File: config.mk
export PLATFORM = sky130hd
export DESIGN_NAME = hex_display_scan
export DESIGN_NICKNAME = d
export VERILOG_FILES = /design/src/rtl/hex_display_scan.sv
export SDC_FILE = /design/constraint.sdc
export NUM_CORES = 1
export LEC_CHECK = 0
export CORE_MARGIN = 4
export CORE_UTILIZATION = 40
export CTS_CLUSTER_DIAMETER = 40
export CTS_CLUSTER_SIZE = 16
export DETAILED_ROUTE_END_ITERATION = 8
export PLACE_DENSITY = 0.64
export SKIP_LAST_GASP = 1
export SLEW_MARGIN = 20
export SYNTH_ARGS = -nofsm -noshare
export SYNTH_HDL_FRONTEND = slang
export SYNTH_SLANG_ARGS = --single-unit
export TNS_END_PERCENT = 20
File: constraint.sdc
create_clock -name clk -period 8.2 [get_ports clk]
set_clock_uncertainty 0.2 [all_clocks]
set_input_delay 1.23 -clock clk [delete_from_list [all_inputs] [get_ports clk]]
set_output_delay 1.23 -clock clk [all_outputs]
set_load 0.02 [all_outputs]
File: src/rtl/hex_display_scan.sv
// Multiplexed seven-segment scanner for a wide hex word: frame-synchronous
// value update, page selection, leading-zero blanking and group separators.
module hex_display_scan #(
  parameter int unsigned DIGITS      = 16,
  parameter int unsigned PHYS        = 8,
  parameter int unsigned REFRESH_DIV = 1000,
  localparam int unsigned PAGES      = DIGITS / PHYS,
  localparam int unsigned PW         = (PAGES > 1) ? $clog2(PAGES) : 1
) (
  input  logic              clk,
  input  logic              reset,
  input  logic [DIGITS*4-1:0] in,
  input  logic              load,
  input  logic [PW-1:0]     page,
  input  logic              blank_lz,
  output logic [PHYS-1:0]   an,
  output logic [6:0]        seg,
  output logic              dp,
  output logic              pending
);

  localparam int unsigned CW = (REFRESH_DIV > 1) ? $clog2(REFRESH_DIV) : 1;
  localparam int unsigned SW = (PHYS > 1) ? $clog2(PHYS) : 1;
  localparam int unsigned DW = (DIGITS > 1) ? $clog2(DIGITS) : 1;
  localparam int unsigned VW = DIGITS * 4;

  logic [CW-1:0]     presc;
  logic [SW-1:0]     slot;
  logic              tick;
  logic              frame_end;
  logic [VW-1:0]     shadow;
  logic [VW-1:0]     disp;
  logic [PW-1:0]     page_reg;
  logic [PW-1:0]     page_sel;
  logic              blank_reg;
  logic [DW-1:0]     d;
  logic [3:0]        nib;
  logic [DIGITS-1:0] upper_zero;

  assign tick      = (presc == CW'(REFRESH_DIV - 1));
  assign frame_end = tick && (slot == SW'(PHYS - 1));
  assign page_sel  = (32'(page) < PAGES) ? page : '0;
  assign d         = DW'(page_reg) * DW'(PHYS) + DW'(slot);
  assign nib       = disp[{d, 2'b00} +: 4];

  function automatic logic [6:0] hex7(input logic [3:0] n);
    logic [6:0] g;
    g = 7'h7F;
    case (n)
      4'h0: g = 7'h40;
      4'h1: g = 7'h79;
      4'h2: g = 7'h24;
      4'h3: g = 7'h30;
      4'h4: g = 7'h19;
      4'h5: g = 7'h12;
      4'h6: g = 7'h02;
      4'h7: g = 7'h78;
      4'h8: g = 7'h00;
      4'h9: g = 7'h10;
      4'hA: g = 7'h08;
      4'hB: g = 7'h03;
      4'hC: g = 7'h46;
      4'hD: g = 7'h21;
      4'hE: g = 7'h06;
      4'hF: g = 7'h0E;
      default: g = 7'h7F;
    endcase
    return g;
  endfunction

  // upper_zero[k]: every displayed digit from k up to the top is zero
  always_comb begin
    logic z;
    upper_zero = '0;
    z = 1'b1;
    for (int k = DIGITS - 1; k >= 0; k--) begin
      z = z && (disp[4*k +: 4] == 4'h0);
      upper_zero[k] = z;
    end
  end

  always_ff @(posedge clk or negedge reset) begin
    if (!reset) begin
      presc <= '0;
      slot  <= '0;
    end else if (tick) begin
      presc <= '0;
      slot  <= (slot == SW'(PHYS - 1)) ? '0 : slot + SW'(1);
    end else begin
      presc <= presc + CW'(1);
    end
  end

  // Shadow capture and frame-boundary transfer; a coincident load stays pending
  always_ff @(posedge clk or negedge reset) begin
    if (!reset) begin
      shadow    <= '0;
      disp      <= '0;
      page_reg  <= '0;
      blank_reg <= 1'b0;
      pending   <= 1'b0;
    end else begin
      if (frame_end) begin
        page_reg  <= page_sel;
        blank_reg <= blank_lz;
        if (pending) disp <= shadow;
      end
      if (load) begin
        shadow  <= in;
        pending <= 1'b1;
      end else if (frame_end) begin
        pending <= 1'b0;
      end
    end
  end

  always_ff @(posedge clk or negedge reset) begin
    if (!reset) begin
      an  <= '1;
      seg <= 7'h7F;
      dp  <= 1'b1;
    end else begin
      an  <= ~(PHYS'(1) << slot);
      seg <= (blank_reg && (d != '0) && upper_zero[d]) ? 7'h7F : hex7(nib);
      dp  <= !(((32'(d) & 32'd3) == 32'd0) && (d != '0));
    end
  end

endmodule
-- Word level (Yosys, flattened, before mapping)
Memory sizes are Yosys's and may differ from the RTL's.
Index checks and enable logic that the tools add are counted.
- ROM bits: 112
- input port bits: 69
- output and inout port bits: 17
- bits in registers: 160
- logic and storage cells: 67
- memories: 1
- bitwise logic cells: 1
- reductions and logical operators: 40
- shifts and indexed selects: 2
- $add $sub $neg: 3
- $lt $le $gt $ge: 1
- multiplexer cells: 7
- equality and inequality tests: 2
- memories (name ; depth ; width ; read ports ; clocked after memory_dff ; wr ports ; RTL line ; RTL):
    (no name shown) ; 16 ; 7 ; 1 ; 0 ; 0 ; 49 ; case (n)
- operators with widths (kind ; number):
    $logic_not A4 Y1 ; 16
    $shiftx A64 B7 Y4 ; 1
    $logic_not A32 Y1 ; 1
    $logic_and A1 B1 Y1 ; 19
    $add A10 B1 Y10 const B ; 1
    $eq A10 B10 Y1 const B ; 1
    $mux W10 ; 1
    $not A8 Y8 ; 1
    $shl A1 B3 Y8 const A ; 1
    $mux W7 ; 1
    $lt A4 B5 Y1 const B ; 1
    $add A4 B3 Y4 ; 1
    $bmux W1 S4 ; 1
    $reduce_bool A4 Y1 ; 1
    $add A3 B1 Y3 const B ; 1
    $eq A3 B3 Y1 const B ; 1
    $mux W1 ; 3
    $mux W3 ; 1
    $reduce_and A2 Y1 ; 1
    $reduce_bool A2 Y1 ; 1
    $logic_not A1 Y1 ; 1

-- Longest topological paths before layout
- depth in word-level cells: 20
- depth in mapped cells: 13
- mapped depth without buffers: 10

-- Least setup slack after synthesis
Ideal clock, no wire load.
- path type: reg2reg
- start point: reg slot[1]
- end point: reg seg[0]
- setup slack: 5.346 ns
- path buffers: 2
- library setup time: 0.083 ns
- stages on the path, launching flop included: 11
- data required time: 7.917 ns
- data arrival time: 2.571 ns
- clock period less this slack: 2.854 ns
- cell sequence: dfrtp_1 > buf_6 > buf_8 > mux4_2 > mux2_2 > o21ai_0 > inv_1 > ha_1 > or3_1 > o221ai_1 > nand2_1
- word-level cells in the longest chain between the ends: 5
- elaborated cells on any way between the ends: 9
- classes of those cells: 1 x add/sub; 1 x shift; 3 x mux; 3 x reduce/logical; 1 x memory
- ends and longest elaborated chain (element ; RTL line ; RTL):
    start: declaration ; 28 ; logic [SW-1:0] slot;
    start signal: assignment ; 88 ; slot <= (slot == SW'(PHYS - 1)) ? '0 : slot + SW'(1);
    $add A4 B3 Y4 (*) ; 43 ; assign d = DW'(page_reg) * DW'(PHYS) + DW'(slot);
    parallel branches: the longest is 3 deep, another holds $mem_v2 Z16 W7 ; - ;
    $mux W7 (*) ; 124 ; seg <= (blank_reg && (d != '0) && upper_zero[d]) ? 7'h7F : hex7(nib);
    end signal: assignment ; 124 ;
    end: declaration ; 17 ; output logic [6:0] seg,
Mark *: on every way between the ends. The select of a mux whose other input is x is not followed.
A chain may end at the register's enable or synchronous reset.

-- Worst setup path in the final report
Same ends and word-level chain as after synthesis.

==> results.cfg <==
[run_status]
outcome = completed

[setup_path]
critical-path-slowest-cell = dfrtp_2
worstSetupEndpointType = flop
critical_path_class = reg2reg
rr_startpoint = slot[1]$_DFFE_PN0N_
arrival_ps = 3530
cp_cell_sequence = mux4_2, mux2_2, o21ai_0, inv_1, ha_1, or3_1, o221ai_1, nand2_1
cp_data_required_time_ps = 8340
slowest_delay_ps = 770
worstPathMaxFanout = 25
reg2regPathDepth = 8
startpoint = slot[1]$_DFFE_PN0N_
start_kind = flop

[clock_network]
post_cts_buffers = 0
htree_levels = 4
post_cts_resized = 0
clock-root-buffer = clkbuf_16
cts.sinks = 160
cts_tree = built
clockBufferDepth = 2
numCtsBuffers = 17
path_clk_slew_ps = 60
clk_latency_ps = 420
cts_hold_buf = 0

[route]
postRouteAntennaNets = 0
routed-via-count = 4396
first_iter_violations = 252
drt-total-wl_mm = 15.0
routed-wl-met2_mm = 7.02
top_layer = met4
viasPerCell = 5.33
met3_length_um = 773
drc = 0
wl_per_cell_um = 18.2
wl_met1_mm = 7.00
first_pass_iters = 5

[power_and_ir_drop]
irDropWorstVdd_v = 0.000141
power_density_nw_per_um2 = 197
leakage_uw = 0.00395
power_uw = 1750

[die]
die_area_um2 = 20400
die-height_um = 143
rows = 49
die_x_um = 143
initial_core_util = 0.406
io_pins = 86
core-area_um2 = 17900

[job]
maxCapViolations = 0

[place]
place_congestion = 0.840
dp_hpwl_mm = 10.7
dpl_cell_area_um2 = 8280
io_buffers = 85

[sta]
rsz0062_at_grt = false
slew_headroom = 0.392
tns_ps = 0
drv_slew = 0
finalCritPeriodShare = 0.413
setup_viol = 0
period_minus_slack_ps = 3390
worst_pin_slew_ps = 912
fmax_mhz = 295
hold_violations = 0

[layout]
layout_common_cells = dfrtp_1, mux2_2, clkdlybuf4s50_1
final_common_cell = dfrtp_1
multi_input_area_um2 = 3060
drive_gt1_frac = 0.342
nets = 665
fill_cells = 1555
regArea_um2 = 4030
final_area_um2 = 8880
reg_top3 = disp: 64 flops, shadow: 64 flops, presc: 10 flops
area_growth_pct = 22.1
antennaDiodeCount = 0

[synthesis]
synthArstFlopShare = 1.00
ys_ff_latch = 160
syn_nets = 583
synth-seq-area-share = 0.553
synth_area_um2 = 7270
syn_inst = 501
synth.distinct_cells = 56
synth_flop_cell = dfrtp_1
yosysWarnings = 0
synth_edf_count = 0
syn_area_per_cell_um2 = 14.5

[global_route]
antenna_found_initial = 0
grt_pass1_vias = 4687
grt_max_degree = 104
grt_pass1_wl_mm = 24.8
gr-usage-all-layers = 0.157
overflow = 0

[min_path]
hp-class = reg2reg
hp-start = presc[0]$_DFF_PN0_
hold_depth = 1
[critical path: cells and delay by family, from the launching register on]
kind | cells | cell delay (ps)
flip-flops | 1 | 770
AND/OR/NAND/NOR | 2 | 470
AO/OA/AOI/OAI | 2 | 580
adder cells (fa/ha/maj) | 1 | 250
multiplexers | 2 | 890
buffers and inverters | 1 | 150
[kinds of logic (layout without fill, tap and decap cells)]
group | count (synthesis) | in the layout | share of synthesized area
buffers and inverters | 35 | 130 | 0.0263
AO/OA/AOI/OAI | 39 | 39 | 0.0361
multiplexers | 165 | 165 | 0.295
adder cells (fa/ha/maj) | 13 | 13 | 0.0224
AND/OR/NAND/NOR | 80 | 80 | 0.0566
XOR/XNOR | 9 | 9 | 0.0108
flip-flops | 160 | 160 | 0.553
[routing by layer]
metal,up-vias,GRT usage
li1,2005,-
met1,2253,0.218
met2,121,0.238
met3,17,0.0419
met4,0,0.0590
met5,-,0
[cells in the mapped netlist, types with 5 or more instances]
library cell / count / share of area
nor2_1: 16 / 0.0083
o21ai_0: 5 / 0.0034
buf_6: 5 / 0.0077
dfstp_2: 16 / 0.058
ha_1: 13 / 0.022
mux2i_1: 9 / 0.012
a21oi_1: 11 / 0.0076
xnor2_1: 5 / 0.0060
dfrtp_1: 144 / 0.50
nand3_1: 9 / 0.0062
mux2_2: 131 / 0.20
nand2_1: 22 / 0.011
inv_1: 8 / 0.0041
mux4_2: 10 / 0.031
mux4_1: 9 / 0.033
nor4_1: 14 / 0.012
clkbuf_1: 11 / 0.0057
buf_2: 9 / 0.0062
[worst paths after layout]
kind | endpoint | slack [ps]
worst max-delay path | seg[0]$_DFF_PN1_ | 4810
worst min-delay path | presc[0]$_DFF_PN0_ | 270
worst max register to register | seg[0]$_DFF_PN1_ | 4810
worst min register to register | presc[0]$_DFF_PN0_ | 270
max in group asynchronous | shadow[44]$_DFFE_PN0P_ | 5810
min in group asynchronous | shadow[30]$_DFFE_PN0P_ | 720
[per-stage QoR]
stage,setup slack (ps),utilization,hold slack [ps],std cells
after detailed placement,4410,0.463,257,793
final,4810,0.496,273,825
after floorplan,5350,-,233,501
after global placement,4690,0.463,244,793
after global routing,4470,0.496,290,825
after CTS,4420,0.496,273,825
[layout make-up]
| type | count | area share |
|---|---|---|
| flip-flops and latches | 160 | 0.453 |
| multi-input cells | 306 | 0.344 |
| repair buffers | 89 | 0.0988 |
| clock buffers | 24 | 0.0592 |
| well taps | 229 | 0.0323 |
| clock inverters | 8 | 0.00831 |
| inverters | 9 | 0.00380 |
[power breakdown]
group          switching (µW)  internal, µW
clock network             311           479
logic                    43.8          66.7
registers                21.3           827
total                     376          1370
No activity file was read; power rests on OpenSTA's default activity.
